`src/rtl/clock_div_ctrl_if.sv`:
```
// clock_div_ctrl_if: run control, config handshake and divider outputs
// of clock_div_ctrl. The tick_count member exists only when TICK_CNT_EN is defined.
interface clock_div_ctrl_if #(
    parameter int CNT_W = 17
);
    logic             enable;
    logic             cfg_valid;
    logic [CNT_W-1:0] cfg_div;
    logic             cfg_ready;
    logic             tick;
    logic             div_clock;
    logic             running;
`ifdef TICK_CNT_EN
    logic [15:0]      tick_count;
`endif

    // Requester side: drives run control and config, observes the divider.
    modport master (
        output enable,
        output cfg_valid,
        output cfg_div,
        input  cfg_ready,
        input  tick,
        input  div_clock,
`ifdef TICK_CNT_EN
        input  tick_count,
`endif
        input  running
    );

    // Controller side.
    modport slave (
        input  enable,
        input  cfg_valid,
        input  cfg_div,
        output cfg_ready,
        output tick,
        output div_clock,
`ifdef TICK_CNT_EN
        output tick_count,
`endif
        output running
    );
endinterface

```
`src/rtl/clock_div_ctrl.sv`:
```
// clock_div_ctrl: counter-based clock divider controller.
// Generates a one-clock tick every active_div clocks and a 50% div_clock that
// toggles on each tick. enable=0 lets the current period finish (DRAIN) before
// stopping. New ratios arrive over a valid/ready handshake and are only applied
// at a reload edge while counting, so no period is ever shortened or stretched.
// Optional feature macro: TICK_CNT_EN adds a wrapping 16-bit tick_count output.
module clock_div_ctrl #(
    parameter int CNT_W       = 17,
    parameter int DEFAULT_DIV = 100000
) (
    input  logic                 clock,
    input  logic                 reset,
    clock_div_ctrl_if.slave      bus
);
    typedef enum logic [1:0] {
        ST_IDLE  = 2'd0,
        ST_RUN   = 2'd1,
        ST_DRAIN = 2'd2
    } state_t;

    localparam logic [CNT_W-1:0] DEF_DIV_C = CNT_W'(DEFAULT_DIV);
    localparam logic [CNT_W-1:0] ONE_C     = CNT_W'(1);
    localparam logic [CNT_W-1:0] ZERO_C    = CNT_W'(0);

    // Ratios below 2 cannot produce a 50% div_clock; raise them to 2.
    function automatic logic [CNT_W-1:0] clamp_div(input logic [CNT_W-1:0] d);
        if (d < CNT_W'(2)) begin
            return CNT_W'(2);
        end else begin
            return d;
        end
    endfunction

    state_t           state_q, state_d;
    logic [CNT_W-1:0] cnt_q, cnt_d;
    logic [CNT_W-1:0] active_div_q, active_div_d;
    logic [CNT_W-1:0] pend_q, pend_d;
    logic             pend_vld_q, pend_vld_d;
    logic             cfg_ready_q, cfg_ready_d;
    logic             tick_q, tick_d;
    logic             div_clk_q, div_clk_d;
    logic             running_q, running_d;
    logic             xfer_s;
    logic             reload_s;

    assign xfer_s   = bus.cfg_valid & cfg_ready_q;
    assign reload_s = (cnt_q == ZERO_C);

    // Next-state, counter, config-apply and output decode.
    always_comb begin
        state_d      = state_q;
        cnt_d        = cnt_q;
        active_div_d = active_div_q;
        pend_d       = pend_q;
        pend_vld_d   = pend_vld_q;
        cfg_ready_d  = cfg_ready_q;
        tick_d       = 1'b0;
        div_clk_d    = div_clk_q;

        // cfg_ready=1 implies nothing is pending, so a transfer never
        // collides with an application below.
        if (xfer_s) begin
            pend_d      = clamp_div(bus.cfg_div);
            pend_vld_d  = 1'b1;
            cfg_ready_d = 1'b0;
        end else begin
            pend_d      = pend_q;
        end

        case (state_q)
            ST_IDLE: begin
                if (pend_vld_q) begin
                    active_div_d = pend_q;
                    cnt_d        = pend_q - ONE_C;
                    pend_vld_d   = 1'b0;
                    cfg_ready_d  = 1'b1;
                end else begin
                    cnt_d        = active_div_q - ONE_C;
                end
                if (bus.enable) begin
                    state_d = ST_RUN;
                end else begin
                    state_d = ST_IDLE;
                end
            end
            ST_RUN, ST_DRAIN: begin
                if (reload_s) begin
                    tick_d    = 1'b1;
                    div_clk_d = ~div_clk_q;
                    // New ratio only becomes the reload value: the period
                    // just finished used the old one.
                    if (pend_vld_q) begin
                        active_div_d = pend_q;
                        cnt_d        = pend_q - ONE_C;
                        pend_vld_d   = 1'b0;
                        cfg_ready_d  = 1'b1;
                    end else begin
                        cnt_d        = active_div_q - ONE_C;
                    end
                end else begin
                    cnt_d = cnt_q - ONE_C;
                end
                // RUN with enable low always drains one more (possibly full)
                // period; DRAIN stops at its reload unless re-enabled.
                if (bus.enable) begin
                    state_d = ST_RUN;
                end else if ((state_q == ST_DRAIN) && reload_s) begin
                    state_d = ST_IDLE;
                end else begin
                    state_d = ST_DRAIN;
                end
            end
            default: begin
                state_d = ST_IDLE;
                cnt_d   = active_div_q - ONE_C;
            end
        endcase

        running_d = (state_d != ST_IDLE);
    end

    // State, counter and registered outputs.
    always_ff @(posedge clock or negedge reset) begin
        if (!reset) begin
            state_q      <= ST_IDLE;
            cnt_q        <= DEF_DIV_C - ONE_C;
            active_div_q <= DEF_DIV_C;
            pend_q       <= DEF_DIV_C;
            pend_vld_q   <= 1'b0;
            cfg_ready_q  <= 1'b1;
            tick_q       <= 1'b0;
            div_clk_q    <= 1'b0;
            running_q    <= 1'b0;
        end else begin
            state_q      <= state_d;
            cnt_q        <= cnt_d;
            active_div_q <= active_div_d;
            pend_q       <= pend_d;
            pend_vld_q   <= pend_vld_d;
            cfg_ready_q  <= cfg_ready_d;
            tick_q       <= tick_d;
            div_clk_q    <= div_clk_d;
            running_q    <= running_d;
        end
    end

    assign bus.cfg_ready = cfg_ready_q;
    assign bus.tick      = tick_q;
    assign bus.div_clock = div_clk_q;
    assign bus.running   = running_q;

`ifdef TICK_CNT_EN
    logic [15:0] tick_cnt_q;

    // Free-running tick counter, wraps naturally and survives IDLE.
    always_ff @(posedge clock or negedge reset) begin
        if (!reset) begin
            tick_cnt_q <= 16'd0;
        end else if (tick_d) begin
            tick_cnt_q <= tick_cnt_q + 16'd1;
        end else begin
            tick_cnt_q <= tick_cnt_q;
        end
    end

    assign bus.tick_count = tick_cnt_q;
`endif
endmodule

```
`src/flat_wrapper.sv`:
```
// flat-port wrapper written by rule: the top's interface ports become plain ports
module clock_div_ctrl_flat 
#(
    parameter int CNT_W       = 17,
    parameter int DEFAULT_DIV = 100000
)
  (clock, reset, bus_enable, bus_cfg_valid, bus_cfg_div, bus_cfg_ready, bus_tick, bus_div_clock, bus_running);
  clock_div_ctrl_if #(.CNT_W(CNT_W)) bus_i ();
  input  logic clock;
  input  logic reset;
  input wire logic [$bits(bus_i.enable)-1:0] bus_enable;
  input wire logic [$bits(bus_i.cfg_valid)-1:0] bus_cfg_valid;
  input wire logic [$bits(bus_i.cfg_div)-1:0] bus_cfg_div;
  output wire logic [$bits(bus_i.cfg_ready)-1:0] bus_cfg_ready;
  output wire logic [$bits(bus_i.tick)-1:0] bus_tick;
  output wire logic [$bits(bus_i.div_clock)-1:0] bus_div_clock;
  output wire logic [$bits(bus_i.running)-1:0] bus_running;
  assign bus_i.enable = bus_enable;
  assign bus_i.cfg_valid = bus_cfg_valid;
  assign bus_i.cfg_div = bus_cfg_div;
  assign bus_cfg_ready = bus_i.cfg_ready;
  assign bus_tick = bus_i.tick;
  assign bus_div_clock = bus_i.div_clock;
  assign bus_running = bus_i.running;
  clock_div_ctrl #(.CNT_W(CNT_W), .DEFAULT_DIV(DEFAULT_DIV)) u_core (.clock(clock), .reset(reset), .bus(bus_i));
endmodule
```
`config.mk`:
```
export PLATFORM = sky130hd
export DESIGN_NAME = clock_div_ctrl_flat
export DESIGN_NICKNAME = d
export VERILOG_FILES = /design/src/rtl/clock_div_ctrl_if.sv /design/src/rtl/clock_div_ctrl.sv /design/src/flat_wrapper.sv
export SDC_FILE = /design/constraint.sdc
export NUM_CORES = 1
export LEC_CHECK = 0
export CAP_MARGIN = 30
export CORE_UTILIZATION = 56
export DETAILED_ROUTE_END_ITERATION = 10
export GPL_ROUTABILITY_DRIVEN = 0
export PLACE_DENSITY = 0.78
export RECOVER_POWER = 100
export SLEW_MARGIN = 20
export SYNTH_ARGS = -nofsm -noshare
export SYNTH_HDL_FRONTEND = slang
export SYNTH_SLANG_ARGS = --single-unit
```
`constraint.sdc`:
```
create_clock -name clock -period 3 [get_ports clock]
set_input_delay 0.3 -clock clock [delete_from_list [all_inputs] [get_ports clock]]
set_output_delay 0.3 -clock clock [all_outputs]
set_load 0.05 [all_outputs]
```
After elaboration in Yosys (flattened, before gate mapping)
Cells that the tools add are included.
Storage, ports and cells
  register bits after elaboration: 58
  bits of input ports: 21
  output and inout port bits: 4
  word-level logic and storage cells: 47
Cells by class
  add/sub/neg operators: 3
  magnitude comparators: 1
  equal/unequal tests: 3
  mux-type cells: 21
  bitwise operators: 2
  reduce and logical (&&, ||, !) cells: 8
Operator list (number)
  $mux W17: 5
  $pmux W17 S2: 2
  $sub A17 B1 Y17 const B: 3
  $logic_not A17 Y1: 1
  $lt A17 B2 Y1 const B: 1
  $mux W1: 9
  $mux W2: 2
  $pmux W1 S2: 2
  $pmux W2 S2: 1
  $reduce_and A2 Y1: 2
  $reduce_bool A2 Y1: 2
  $eq A2 B1 Y1 const B: 1
  $eq A2 B2 Y1 const B: 1
  $logic_not A2 Y1: 1
  $ne A2 B1 Y1 const B: 1
  $reduce_or A2 Y1: 1
  $and A1 B1 Y1: 1
  $logic_and A1 B1 Y1: 1
  $not A1 Y1: 1

Logic depth before layout (Yosys ltp)
  word-level depth: 6
  depth in mapped cells: 8
  mapped depth without buffers: 7

Least setup slack after synthesis
OpenSTA, ideal clock, no wires.
  kind: reg2reg
  start point: register u_core.cnt_q[0]
  end point: register u_core.active_div_q[11]
  library setup time: 0.125 ns
  arrival: 2.005 ns
  required time: 2.875 ns
  setup slack: 0.870 ns
  stages on the path, launching flop included: 9
  path buffers: 1
  period minus slack after synthesis: 2.130 ns
  cell sequence: dfstp_2 -> inv_1 -> ha_1 -> nor3b_4 -> nand4_4 -> nor3_4 -> a31oi_4 -> buf_6 -> mux2_4
Between the ends
  word-level cells in the longest chain between the ends: 3
RTL lines
  start: declaration: RTL line clock_div_ctrl.sv:35  | logic [CNT_W-1:0] cnt_q, cnt_d;
  start signal: assignment: RTL line clock_div_ctrl.sv:126  | cnt_q <= DEF_DIV_C - ONE_C;
  start signal: assignment: RTL line clock_div_ctrl.sv:136  | cnt_q <= cnt_d;
  $logic_not A17 Y1: RTL line clock_div_ctrl.sv:47  | assign reload_s = (cnt_q == ZERO_C);
  $ne A2 B1 Y1 (no line)
  $reduce_and A2 Y1 (no line)
  end signal: assignment: RTL line clock_div_ctrl.sv:137  | active_div_q <= active_div_d;
  end: declaration: RTL line clock_div_ctrl.sv:36  | logic [CNT_W-1:0] active_div_q, active_div_d;
No other way between the ends.
A chain may end at the register's enable or synchronous reset.

Worst setup path in the final report
  start point: register u_core.cnt_q[0]
  end point: register u_core.cnt_q[3]
Between the ends
  word-level cells in the longest chain between the ends: 3
  elaborated cells between the ends (all ways): 4
RTL lines
  $sub A17 B1 Y17 or $logic_not A17 Y1 (tied branches): RTL line clock_div_ctrl.sv:101, clock_div_ctrl.sv:47
  $mux W17 *: RTL line clock_div_ctrl.sv:87  | if (reload_s) begin
  $pmux W17 S2 *: RTL line clock_div_ctrl.sv:70  | case (state_q)
  via u_core.cnt_d[3]: RTL line clock_div_ctrl.sv:35
The timed path passes the listed nets; every way through them passes the cells marked *.

==> metrics <==
status complete, but fails checks; failing checks capacitance limit, slew limit; CP Class reg -> reg; Fin. Hold Viols 0; Starting Density 59.28%; Routed wire per std cell 17.26 microns; core area 0.005642 sq mm; row cnt 27; gr usage total 25.19%; Final period util 81.60%; Post-Syn Nets 322; max-slew violations 36; synth warn 0; Worst EP arrival 2.70 ns; chip width 79.28 microns; largest net degree at the start of global routing 36; critical path startpoint category register; clock skew 0.006096 ns; layout filler cell count 437; post-synthesis cell area 0.003344 sq mm; Antenna Cells 0; setup bufs post-CTS 0; post-route cell area 0.003826 sq mm; Static Leakage 1.648 nW; Clock Tree Root clkbuf_8; worst r2r src u_core.cnt_q[0]; Max-slew headroom -21.22%; R2R Setup Slk 0.55 ns; gr ovfl total 0; synth unique cells 60; I/O pin count 25; CP required 3.25 ns; DP HPWL 5.168 mm; Cells after Synth 295; Hold Worst Slack 0.4445 ns; hold_buf cts 0; CP Capture Type register; H-tree depth 3; fraction of registers with async set/reset 100.0%; Post-synth EDFFs 0; Slew @ Worst Pin 1.818 ns; routed vias 2427; synthesized flop and latch total 58; Min-Delay Path Class in -> async; Routed WL 6.902 mm; Worst IR Drop VDD 0.3401 mV; register clock-pin slew on the reported worst setup and hold paths 0.06 ns; Critical Path Source u_core.cnt_q[0]; Power Dens Cells 707.8 mW/mm^2; layout cells sized above 1 21.34%; antenna viol nets, final 0; vias in the first global route 2413; dominant synthesized flop cell dfrtp_1; Reg2Reg Depth 7; CTS tree yes; Sink Count 58; Final Net Count 350; first-pass GRT wire length 11.94 mm; initial antenna violation count 0; sequential area share after synthesis 44.26%; TNS Setup 0 ns; worst-case clock buffer depth 2; drt drc 0; critical path peak fanout 16; DR pass1 iterations 4; Worst-Skew Late Latency 0.33 ns; syn avg cell area 11.34 sq um; Die Y 79.28 microns; min Tclk post-route 2.448 ns; Placed Area 0.003646 sq mm; Max-cap violations 1; Starting DRT DRC Count 272; setup repair after global routing missed its margin no; fmax 0.4085 GHz; Syn-to-layout area delta 14.40%; Die Area 0.006285 sq mm; R2R Path End u_core.cnt_q[3]; Finished Core Util 67.82%; # setup viols final 0; IO Port Bufs 24; CTS Buf Count 9; vias per cell 6.068; post-cts sizing count 0
## through the flow
stage                     instances  setup WS [ns]  total power [mW]
after global routing            400         0.3616             2.835
after detailed placement        384         0.5912             1.923
final                           400         0.5521             2.708
after global placement          384         0.6600             1.899
after floorplan                 295         0.8698             1.707
after CTS                       400         0.5771             2.716
## report_power, final
part	switching, mW	internal, mW	total (mW)
clock	0.293	0.487	0.781
combinational	0.455	0.341	0.796
sequential	0.159	0.973	1.13
total	0.908	1.80	2.71
## layout by cell type (no fill, tap or decap), drive strengths merged, types with 2 or more instances in the layout
master         instances
o22ai                  2
dfstp                 23
mux2                  30
or3                    5
or2                    2
clkdlybuf4s50         18
bufinv                 2
o22a                   5
nor4                  15
nand2b                 3
nand3b                 2
dfrtp                 35
mux2i                  2
xor2                  16
a21o                   3
or4                    8
dlygate4sd3            5
o221ai                13
inv                   11
nand3                  2
nor3b                  3
o21ai                  3
clkinv                 2
xnor2                 22
nand4                  4
nand2                 12
nor2b                  4
nor2                  18
ha                     6
clkbuf                14
o31ai                  5
nor3                  10
a21oi                  4
o21a                   2
## final cells by class
type                    count  area [sq um]  share of cell area (%)
clock buffers              11         141.4                   3.695
clock inverters             5         77.57                   2.027
inverters                  11         41.29                   1.079
multi-input cells         216          1747                   45.65
flip-flops and latches     58          1480                   38.69
well taps                  72         90.09                   2.354
repair buffers             27         249.0                   6.508
## critical path: stages, from the launching register on
cell	delay [ns]
dfstp_1	0.40
inv_1	0.07
ha_1	0.18
nor3b_4	0.36
nand4_4	0.24
o31ai_4	0.61
nor2_1	0.11
or3_1	0.39
## per-layer routing
metal	part of all wire [%]	global-route usage, %	up-vias
met1	48	35.10	1180
met5	0	0	-
li1	-	-	1164
met4	2.0	11.09	0
met3	4.2	4.253	12
met2	46	38.53	71
## synth_stat cells (all sizes together) (5+ instances only)
library cell  instances  share of area [%]
mux2                 30                 11
dfstp                23                 18
nor3                 10                2.0
xnor2                22                5.8
ha                    6                2.2
xor2                 16                4.2
or3                   5                1.1
nor2                 18                2.0
clkbuf                7               0.79
nor4                 15                3.4
dfrtp                35                 26
o31ai                 5                1.5
o22a                  5                1.3
inv                  11                1.2
nand2                12                1.3
or4                   8                1.8
o221ai               13                3.4
## flip-flops by register name, indices dropped and copies added (netlist names)
name / flops
u_core.active_div_q: 17
u_core.bus.tick: 1
u_core.bus.cfg_ready: 1
u_core.cnt_q: 17
u_core.state_q: 2
u_core.bus.running: 1
u_core.bus.div_clock: 1
u_core.pend_vld_q: 1
u_core.pend_q: 17
## cells by family after synthesis
| family | after synthesis | synth area share (%) |
|---|---|---|
| adder cells (fa/ha/maj) | 6 | 2.245 |
| multiplexers | 32 | 11.60 |
| AND/OR/NAND/NOR | 93 | 17.58 |
| flip-flops | 58 | 44.26 |
| XOR/XNOR | 38 | 9.951 |
| buffers and inverters | 21 | 2.619 |
| AO/OA/AOI/OAI | 47 | 11.75 |
## worst max-delay path by stage
stage / endpoint / slack, ns / depth (start not counted)
5_1_grt: u_core.cnt_q[3] / 0.36 / 7
3_3_place_gp: u_core.active_div_q[6] / 0.66 / 7
4_1_cts: u_core.cnt_q[3] / 0.58 / 7
3_5_place_dp: u_core.cnt_q[3] / 0.59 / 7
6_report: u_core.cnt_q[3] / 0.55 / 7
2_1_floorplan: u_core.active_div_q[11] / 0.87 / 8
Note: power is estimated with default switching activity, not from simulation.
==> edit: new RTL, same flow settings <==
Re-encode `state_t` (3 states) as one-hot, 3 bits wide.
--- a/src/rtl/clock_div_ctrl.sv
+++ b/src/rtl/clock_div_ctrl.sv
@@ -14,6 +14,6 @@
 );
-    typedef enum logic [1:0] {
-        ST_IDLE  = 2'd0,
-        ST_RUN   = 2'd1,
-        ST_DRAIN = 2'd2
+    typedef enum logic [2:0] {
+        ST_IDLE  = 3'b001,
+        ST_RUN   = 3'b010,
+        ST_DRAIN = 3'b100
     } state_t;
Check against the original RTL: no difference found for any inputs over 10 cycles, from zero or initial values and one cycle with reset low; not proved beyond that.
==> edit against the unedited design <==
- synthesized area rose by 2.3%
- sequential cell count rose by 1
- sequential share of layout area rose by 0.32 points
- routed wire length rose by 6.1%
- worst setup slack got worse by 0.28 ns
- hold slack improved by 0.0051 ns
- final area rose by 0.95%
- highest routed layer unchanged
- utilization fell by 2.6 points
Power is not compared: it rests on default switching activity, and its combinational part moved more than twofold at a synthesized area within 25%.
==> edit: results (changes against the unedited design) <==
STATUS='completed'
TIMING.FINAL.WS_SETUP_NS=0.267  # -0.285 ns
YOSYS_SYNTHESIS_WARNING_COUNT=0  # unchanged
MULTIINPUTCOMBCELLCOUNT=251  # +16%
AREA_CONTRIBUTORS_POST_SYNTH='sky130_fd_sc_hd__dfrtp_1 (26%), sky130_fd_sc_hd__dfstp_2 (18%), sky130_fd_sc_hd__mux2_2 (5.9%)'
GRT_START_MAX_NET_PINS=44  # +22%
GRT_PASS1_WL_UM=11800  # -1.0%
SWITCH_SHARE_PCT=40.6
RR_ENDPOINT='u_core.active_div_q[12]'
DRTITER0DRC=156  # -43%
NCLKBUFFERS=14  # +3
MULTI_INPUT_GATE_AREA_UM2=1780  # +1.7%
DETAILED_PLACE.AREA_UM2=3720  # +2.0%
WORST_PATH_DOMINANT_CELL_FAMILY='simple AND/OR/NAND/NOR gates'
WORST_PATH_MAX_DELAY_CELL='sky130_fd_sc_hd__or4_4'
YS_SEQ_AREA_SHARE_PCT=44.0  # -0.24 points
PATH_MAX_FANOUT=9  # -7
VIAS_PER_CELL=5.86  # -3.4%
DESIGN.SEQ.COUNT=59  # +1.7%
FF2FF_PATH_DEPTH=6  # -1
FRACTION_OF_LAYOUT_INSTANCES_USING_A_DRIVE_STRENGTH_ABOVE_1_PCT=17.6  # -3.8 points
LAYOUT_TOP_REGISTERS='u_core.active_div_q x17, u_core.cnt_q x17, u_core.pend_q x17'
DP_HPWL_UM=5240  # +1.4%
FINALHOLDWORSTSLACK_NS=0.450  # +0.00506 ns
SYNTH.CELLS.MOST_FREQUENT='sky130_fd_sc_hd__dfrtp_1 (35), sky130_fd_sc_hd__nand2_1 (28), sky130_fd_sc_hd__nor2_1 (25), sky130_fd_sc_hd__dfstp_2 (24), sky130_fd_sc_hd__xnor2_1 (22)'
DETAIL_ROUTE.FIRST_PASS.ITERATIONS=5  # +1
CRITICALPATHCATEGORY='register to register'
SYNTHESIS_TO_FINISH_AREA_GROWTH_PCT=12.9
SYNTH_NETS=355  # +10%
NON_CLOCK_BUFFER_AREA_SHARE_PCT=7.32  # +0.81 points
DETAILEDPLACE.WORSTSLACK_NS=0.253  # -0.338 ns
POST-PLACE-CELLS=421  # +9.6%
LAYOUT.CELLS.NON_FILLER=439  # +9.8%
POST_LAYOUT_NET_COUNT=383  # +9.4%
WORST_HOLD_PATH_TYPE='input port to async pin'
CLOCK_SKEWS_NS=0.00465  # -0.00144 ns
WORST-ENDPOINT-ARRIVAL_NS=2.95  # +0.25 ns
GRT_USAGE_PCT=25.1  # -0.064 points
FILLERS=494  # +13%
CPPEAKSTAGEDELAY_NS=0.57  # -0.04 ns
SYNTH_CELLS=331  # +12%
YS_TYPES=46  # -23%
CLK_SHARE_PCT=4.47  # -1.3 points
LAYOUT.AREA.SEQ_UM2=1510  # +1.8%
WORST_SLEW_PIN_SLEW_NS=1.47  # -0.346 ns
FIRST_GLOBAL_VIAS=2471  # +2.4%
TOTALWIRELENGTH_UM=7320  # +6.1%
N_ALL_INVERTERS=8  # -3
NONCLOCKBUFFERCOUNT=30  # +11%
SETUP.WORST_PATH.START='u_core.cnt_q[8]'
## edit: cell families after synthesis
logic type / count (synthesis) / share of synthesized area, %
AO/OA/AOI/OAI: 55 / 11.4
multiplexers: 32 / 11.8
XOR/XNOR: 39 / 9.98
adder cells (fa/ha/maj): 3 / 1.10
flip-flops: 59 / 44.0
AND/OR/NAND/NOR: 122 / 19.0
buffers and inverters: 21 / 2.74
## edit: layer usage
metal | GRT usage (%) | vias up | wire length (um) | part of all wire (%)
met5 | 0 | - | 0 | 0
met4 | 12.1 | 0 | 89 | 1.2
met3 | 3.64 | 8 | 356 | 4.9
met2 | 41.3 | 87 | 3560 | 49
met1 | 32.5 | 1223 | 3320 | 45
li1 | - | 1256 | - | -
## edit: timing repair
| action | in CTS | in global routing |
|---|---|---|
| setup endpoints to repair | 0 | 0 |
| hold buffers | 0 | 1 |
| hold endpoints to repair | 0 | 6 |
